<file path="src/rtl/cse_bubble_pkg.sv">
`default_nettype none
// ============================================================================
//  Package     : cse_bubble_pkg
//  Description : Shared defaults and FSM state encoding for the CSE_Bubble
//                in-place bubble-sort sequencer.
//  Contents    : CSE_DATA_W / CSE_DEPTH / CSE_ADDR_W default sizes,
//                STATE_W-bit state encodings, busy-state helper.
//  Revision    : 1.0 - initial release
// ============================================================================
package cse_bubble_pkg;

  localparam int CSE_DATA_W = 32;
  localparam int CSE_DEPTH  = 10;
  localparam int CSE_ADDR_W = 4;

  localparam int STATE_W = 3;

  localparam logic [STATE_W-1:0] ST_IDLE = 3'd0;
  localparam logic [STATE_W-1:0] ST_RD_A = 3'd1;
  localparam logic [STATE_W-1:0] ST_RD_B = 3'd2;
  localparam logic [STATE_W-1:0] ST_CMP  = 3'd3;
  localparam logic [STATE_W-1:0] ST_WR_A = 3'd4;
  localparam logic [STATE_W-1:0] ST_WR_B = 3'd5;
  localparam logic [STATE_W-1:0] ST_DONE = 3'd6;

  // The sort owns the memory in every state from RD_A through WR_B.
  function automatic logic is_sort_state(input logic [STATE_W-1:0] s);
    return (s >= ST_RD_A) && (s <= ST_WR_B);
  endfunction

endpackage
`default_nettype wire

</file>
<file path="src/rtl/cmp_swap_unit.sv">
`default_nettype none
// ============================================================================
//  Module      : cmp_swap_unit
//  Description : Combinational unsigned compare of an adjacent element pair
//                and the pair re-ordered ascending.
//  Ports       : a, b      in  DATA_W  element at j and element at j+1
//                gt        out 1       a > b (unsigned) -> pair must swap
//                lo, hi    out DATA_W  smaller / larger element of the pair
//  Revision    : 1.0 - initial release
// ============================================================================
module cmp_swap_unit #(
  parameter int DATA_W = 32
) (
  input  logic [DATA_W-1:0] a,
  input  logic [DATA_W-1:0] b,
  output logic              gt,
  output logic [DATA_W-1:0] lo,
  output logic [DATA_W-1:0] hi
);

  // Strict greater-than: equal elements stay in place, keeping the sort stable.
  assign gt = (a > b);
  assign lo = gt ? b : a;
  assign hi = gt ? a : b;

endmodule
`default_nettype wire

</file>
<file path="src/rtl/bubble_sort_sequencer.sv">
`default_nettype none
// ============================================================================
//  Module      : bubble_sort_sequencer
//  Description : FSM controller running an in-place ascending bubble sort on
//                the CSE_Bubble data memory. Per element pair it sequences
//                read j / read j+1 / compare / write j / write j+1 (writes only
//                when the pair is out of order).
//  Ports       : clock       in  1       rising-edge clock
//                reset       in  1       asynchronous, active-low
//                start       in  1       one-cycle request, honoured in IDLE only
//                array_size  in  DATA_W  element count, clamped to DEPTH
//                busy        out 1       sorting in progress
//                done        out 1       one-cycle completion pulse
//                mem_addr    out ADDR_W  memory address
//                mem_rd_en   out 1       read strobe (data returns next cycle)
//                mem_wr_en   out 1       write strobe
//                mem_wdata   out DATA_W  write data
//                mem_rdata   in  DATA_W  synchronous read data
//  Config      : SORT_EARLY_EXIT_EN - when defined, finish after the first
//                pass that made no swap; otherwise always run n-1 passes.
//  Revision    : 1.0 - initial release
// ============================================================================
module bubble_sort_sequencer
  import cse_bubble_pkg::*;
#(
  parameter int DATA_W = CSE_DATA_W,
  parameter int DEPTH  = CSE_DEPTH,
  parameter int ADDR_W = CSE_ADDR_W
) (
  input  logic              clock,
  input  logic              reset,
  input  logic              start,
  input  logic [DATA_W-1:0] array_size,
  output logic              busy,
  output logic              done,
  output logic [ADDR_W-1:0] mem_addr,
  output logic              mem_rd_en,
  output logic              mem_wr_en,
  output logic [DATA_W-1:0] mem_wdata,
  input  logic [DATA_W-1:0] mem_rdata
);

  // One extra bit so the element count itself (up to DEPTH) is representable.
  localparam int CNT_W = ADDR_W + 1;
  localparam logic [DATA_W-1:0] DEPTH_D = DATA_W'(DEPTH);
  localparam logic [CNT_W-1:0]  DEPTH_C = CNT_W'(DEPTH);

  logic [STATE_W-1:0] state;
  logic [STATE_W-1:0] state_nx;

  logic [CNT_W-1:0]  n_cnt;      // latched, clamped element count
  logic [ADDR_W-1:0] j;          // index of the left element of the pair
  logic [ADDR_W-1:0] pass;       // completed passes
  logic              swapped;    // a swap happened in the current pass
  logic [DATA_W-1:0] a_val;      // element j captured from the first read
  logic [DATA_W-1:0] lo_val;     // value written back to j
  logic [DATA_W-1:0] hi_val;     // value written back to j+1

  logic [CNT_W-1:0]  size_clamped;
  logic              gt;
  logic [DATA_W-1:0] pair_lo;
  logic [DATA_W-1:0] pair_hi;
  logic              last_cmp;
  logic              last_pass;
  logic              finish_sort;
  logic              do_advance;
  logic [STATE_W-1:0] adv_state;

  assign size_clamped = (array_size > DEPTH_D) ? DEPTH_C : array_size[CNT_W-1:0];

  // In CMP, mem_rdata carries element j+1 from the read issued in RD_B.
  cmp_swap_unit #(
    .DATA_W (DATA_W)
  ) u_cmp_swap (
    .a  (a_val),
    .b  (mem_rdata),
    .gt (gt),
    .lo (pair_lo),
    .hi (pair_hi)
  );

  // Pass p compares pairs j = 0 .. n-2-p; the final pass is p = n-2.
  // n >= 2 whenever these are consulted, so the subtractions never wrap.
  assign last_cmp  = ({1'b0, j} == (n_cnt - CNT_W'(2) - {1'b0, pass}));
  assign last_pass = ({1'b0, pass} == (n_cnt - CNT_W'(2)));

`ifdef SORT_EARLY_EXIT_EN
  // A pass without any swap proves the array is already ordered.
  assign finish_sort = last_cmp && (last_pass || !swapped);
`else
  assign finish_sort = last_cmp && last_pass;
`endif

  // A pair is finished after a non-swapping compare or after its second write.
  assign do_advance = ((state == ST_CMP) && !gt) || (state == ST_WR_B);
  assign adv_state  = finish_sort ? ST_DONE : ST_RD_A;

  // --------------------------------------------------------------------------
  // State register
  // --------------------------------------------------------------------------
  always_ff @(posedge clock or negedge reset) begin
    if (!reset) begin
      state <= ST_IDLE;
    end else begin
      state <= state_nx;
    end
  end

  // --------------------------------------------------------------------------
  // Next-state logic
  // --------------------------------------------------------------------------
  always_comb begin
    state_nx = state;
    case (state)
      ST_IDLE: begin
        if (start) begin
          state_nx = (size_clamped <= CNT_W'(1)) ? ST_DONE : ST_RD_A;
        end
      end
      ST_RD_A: state_nx = ST_RD_B;
      ST_RD_B: state_nx = ST_CMP;
      ST_CMP:  state_nx = gt ? ST_WR_A : adv_state;
      ST_WR_A: state_nx = ST_WR_B;
      ST_WR_B: state_nx = adv_state;
      ST_DONE: state_nx = ST_IDLE;
      default: state_nx = ST_IDLE;
    endcase
  end

  // --------------------------------------------------------------------------
  // Output logic (Moore: decoded from the current state only)
  // --------------------------------------------------------------------------
  always_comb begin
    busy      = is_sort_state(state);
    done      = (state == ST_DONE);
    mem_addr  = '0;
    mem_rd_en = 1'b0;
    mem_wr_en = 1'b0;
    mem_wdata = '0;
    case (state)
      ST_RD_A: begin
        mem_addr  = j;
        mem_rd_en = 1'b1;
      end
      ST_RD_B: begin
        mem_addr  = j + ADDR_W'(1);
        mem_rd_en = 1'b1;
      end
      ST_WR_A: begin
        mem_addr  = j;
        mem_wdata = lo_val;
        mem_wr_en = 1'b1;
      end
      ST_WR_B: begin
        mem_addr  = j + ADDR_W'(1);
        mem_wdata = hi_val;
        mem_wr_en = 1'b1;
      end
      default: begin
        mem_addr  = '0;
      end
    endcase
  end

  // --------------------------------------------------------------------------
  // Counters and pair datapath
  // --------------------------------------------------------------------------
  always_ff @(posedge clock or negedge reset) begin
    if (!reset) begin
      n_cnt   <= '0;
      j       <= '0;
      pass    <= '0;
      swapped <= 1'b0;
      a_val   <= '0;
      lo_val  <= '0;
      hi_val  <= '0;
    end else begin
      if ((state == ST_IDLE) && start) begin
        n_cnt   <= size_clamped;
        j       <= '0;
        pass    <= '0;
        swapped <= 1'b0;
      end

      if (state == ST_RD_B) begin
        a_val <= mem_rdata;
      end

      if ((state == ST_CMP) && gt) begin
        lo_val  <= pair_lo;
        hi_val  <= pair_hi;
        swapped <= 1'b1;
      end

      if (do_advance) begin
        if (!last_cmp) begin
          j <= j + ADDR_W'(1);
        end else begin
          j       <= '0;
          pass    <= pass + ADDR_W'(1);
          swapped <= 1'b0;
        end
      end
    end
  end

endmodule
`default_nettype wire

</file>
<file path="config.mk">
export PLATFORM = sky130hd
export DESIGN_NAME = bubble_sort_sequencer
export DESIGN_NICKNAME = d
export VERILOG_FILES = /design/src/rtl/cse_bubble_pkg.sv /design/src/rtl/cmp_swap_unit.sv /design/src/rtl/bubble_sort_sequencer.sv
export SDC_FILE = /design/constraint.sdc
export NUM_CORES = 1
export LEC_CHECK = 0
export CORE_AREA = 4 4 116 118
export CTS_CLUSTER_SIZE = 30
export DETAILED_ROUTE_END_ITERATION = 6
export DIE_AREA = 0 0 120 122
export PLACE_DENSITY_LB_ADDON = 0.25
export SLEW_MARGIN = 25
export SYNTH_ARGS = -nofsm -noshare
export SYNTH_HDL_FRONTEND = slang
export SYNTH_HIERARCHICAL = 1
export SYNTH_SLANG_ARGS = --single-unit
</file>
<file path="constraint.sdc">
create_clock -name clock -period 6.7 [get_ports clock]
set_input_delay 1.34 -clock clock [delete_from_list [all_inputs] [get_ports clock]]
set_output_delay 1.34 -clock clock [all_outputs]
set_load 0.005 [all_outputs]
</file>
==> results.yml <==
worst_setup_path:
  reg2regPathDepth: 10
  cp-start-kind: "input pin"
  crit_required_ns: 6.94
  setup.worst_path.class: "input pin to register"
  cp.arrival_ns: 5.06
  critPathMaxFanout: 48
  end_kind: "register"
detailed_routing:
  avgViaCountPerCell: 5.73
  drt_wl_total_um: 15900
  dr.pass1.iters: 4
  drt_iter0_markers: 254
  drc_errors: 0
  vias: 5143
  wl_per_cell_um: 17.7
  ant_nets: 0
cts:
  cts-buffers-inserted: 9
  htree_levels: 3
  clock_sinks: 112
  hold_buffers: 0
  root_buffer: "clkbuf_16"
  clk_latency_ns: 0.35
  clkTransAtPathRegs_ns: 0.07
  clk_path_buf_depth: 2
  post_cts_resized: 0
  tritoncts: "done"
  cts_setup_buffers: 0
place:
  numPortBuffers: 106
  dp_hpwl_um: 11100
  place.gp.congestion: 0.838
synth:
  yosysWarnings: 6
  syn_area_um2: 7260
  synth_compound_area_share_pct: 5.79
  synth_xor_area_share_pct: 1.81
  seq_area_frac_synth_pct: 38.6
  ys_ff_latch: 112
  synth-simple-area-share_pct: 8.91
  yosysUniqueCellTypes: 54
  syn_inst: 628
  synthMuxAreaShare_pct: 32.3
  synth_fa_ha_area_share_pct: 6.99
  synth.avg_cell_area_um2: 11.6
  synth_top_family_by_area: "multiplexers"
  syn_nets: 735
layout:
  drive_gt1_share_pct: 26.5
  area.growth.synth_to_final_pct: 20.1
  layout_common_cells: "mux2_2 (111), dfrtp_1 (111), clkdlybuf4s50_1 (105)"
  antenna_cells: 0
  nets: 827
  nFillCells: 923
timing:
  finClkSkew_ns: 0.00578
  period_minus_slack_ns: 4.82
  maxSlewViolCount: 0
  fmax_mhz: 207
  fin_crit_sh_pct: 72.0
  worst_slew_pin_slew_ns: 1.01
  relSlewSlack_pct: 32.7
  finalSetupViolations: 0
  hold_viol: 0
  hold_ws_ns: 0.506
  fin_tns_setup_ns: 0
  rsz0062_at_grt: "no"
run:
  cap_violations: 0
power:
  internal_power_w: 0.00251
  p_switching_w: 0.00135
  clkPwrFrac_pct: 15.0
  p_comb_share_pct: 52.2
  power_leakage_nw: 3.91
  p_sw_share_pct: 35.0
  seqPwrFrac_pct: 32.8
  power_density_nw_per_um2: 442
  irDropWorstVdd_v: 0.000280
run_status:
  status: "finished clean"
floorplan:
  start_util_pct: 58.3
  io-pin-count: 107
  die-area_um2: 14600
  die_h_um: 122
  die_width_um: 120
  core_um2: 12500
  rows: 41
grt:
  grt_pass1_vias: 5363
  track_usage_pct: 22.5
  grt_overflow: 0
  grt_max_degree: 78
  antenna_found_initial: 0
  grt_pass1_wl_um: 26500
worst_hold_path:
  min_delay_path_depth: 1
  hold_class: "register to register"
==> power groups by stage <==
stage	Sequential (W)	Combinational, W	Clock [W]
finish	0.00126	0.00201	0.000578
global route	0.00131	0.00219	0.000619
CTS	0.00127	0.00203	0.000590
detailed placement	0.00128	0.00202	0
global placement	0.00125	0.00193	0
floorplan	0.00117	0.00168	0
==> final cells by class <==
cell class	count	area [µm²]	area share (%)
clock inverters	3	65.1	0.746
multi-input cells	439	4070	46.7
inverters	46	173	1.98
repair buffers	112	1140	13.1
well taps	172	215	2.47
clock buffers	13	250	2.87
flip-flops and latches	112	2800	32.1
==> stage by stage <==
stage	total power [W]	instance area, µm²	setup WS, ns	util (%)	cells
finish	0.00386	8720	1.88	70.0	897
global route	0.00412	8720	1.67	70.0	897
CTS	0.00389	8710	1.93	69.9	897
detailed placement	0.00330	8400	1.58	67.4	881
global placement	0.00318	8370	1.66	67.2	880
floorplan	0.00285	7260	2.75	-	628
==> flip-flops by register name, summed over array words and instances, names as in the netlist <==
register and flops:
n_cnt 5, lo_val 32, state 3, j 4, a_val 32, hi_val 32
pass 4
==> worst max-delay path, cell delays in order <==
cell and delay (ns):
clkdlybuf4s50_1 0.53, inv_1 0.07, ha_1 0.33, nand4_2 0.17
nor3_2 0.27, a21boi_2 0.19, nor4_1 0.09, a2bb2oi_4 0.20
inv_1 0.17, nand4_1 0.81, buf_12 0.51, mux2_2 0.33
==> Yosys cell counts, drive strengths merged <==
library cell | count | share of area (%)
mux2 | 160 | 27
dfrtp | 112 | 39
inv | 46 | 2.4
ha | 39 | 6.7
nor2 | 37 | 1.9
mux2i | 36 | 5.0
a21oi | 24 | 1.7
nand2 | 21 | 1.1
clkbuf | 19 | 1.1
nand4 | 14 | 1.3
nor4 | 14 | 1.5
o21ai | 14 | 0.96
buf | 12 | 2.1
nand3 | 9 | 0.62
xor2 | 8 | 0.96
xnor2 | 7 | 0.84
nor3 | 6 | 0.48
a21o | 4 | 0.41
nand2b | 4 | 0.34
o22ai | 4 | 0.34
and2 | 3 | 0.26
and3 | 3 | 0.28
nor2b | 3 | 0.26
a22oi | 2 | 0.21
a2bb2oi | 2 | 0.33
a31oi | 2 | 0.17
and4 | 2 | 0.24
nand3b | 2 | 0.21
o21a | 2 | 0.21
o32ai | 2 | 0.24
or4 | 2 | 0.26
a2111o | 1 | 0.16
a211o | 1 | 0.12
a211oi | 1 | 0.10
a21boi | 1 | 0.16
a41oi | 1 | 0.12
fa | 1 | 0.28
nor4b | 1 | 0.12
o2111ai | 1 | 0.12
o211ai | 1 | 0.10
o221a | 1 | 0.16
o22a | 1 | 0.12
o31ai | 1 | 0.10
or3 | 1 | 0.086
==> kinds of logic after synthesis <==
| kind of cell | count (synthesis) |
|---|---|
| compound gates | 66 |
| xor+xnor | 15 |
| fa+ha+maj | 40 |
| buf+inv | 77 |
| flops | 112 |
| mux | 196 |
| simple gates | 122 |
==> worst paths after layout <==
path                          startpoint    endpoint  slack (ns)
hold reg to reg               hi_val[10]  hi_val[10]        0.51
setup reg to reg               a_val[15]  lo_val[20]        3.03
min in group asynchronous          reset   hi_val[4]        0.93
max in group asynchronous          reset  hi_val[23]        4.71
hold / removal                hi_val[10]  hi_val[10]        0.51
setup / recovery           mem_rdata[15]  lo_val[20]        1.88
==> layer usage <==
layer,vias to the layer above,wire [µm],GRT usage (%)
li1,2437,-,-
met1,2535,6390,26.7
met2,144,8310,41.1
met3,27,884,5.15
met4,0,299,6.37
met5,-,0,0
Note: power is estimated with default switching activity, not from simulation.
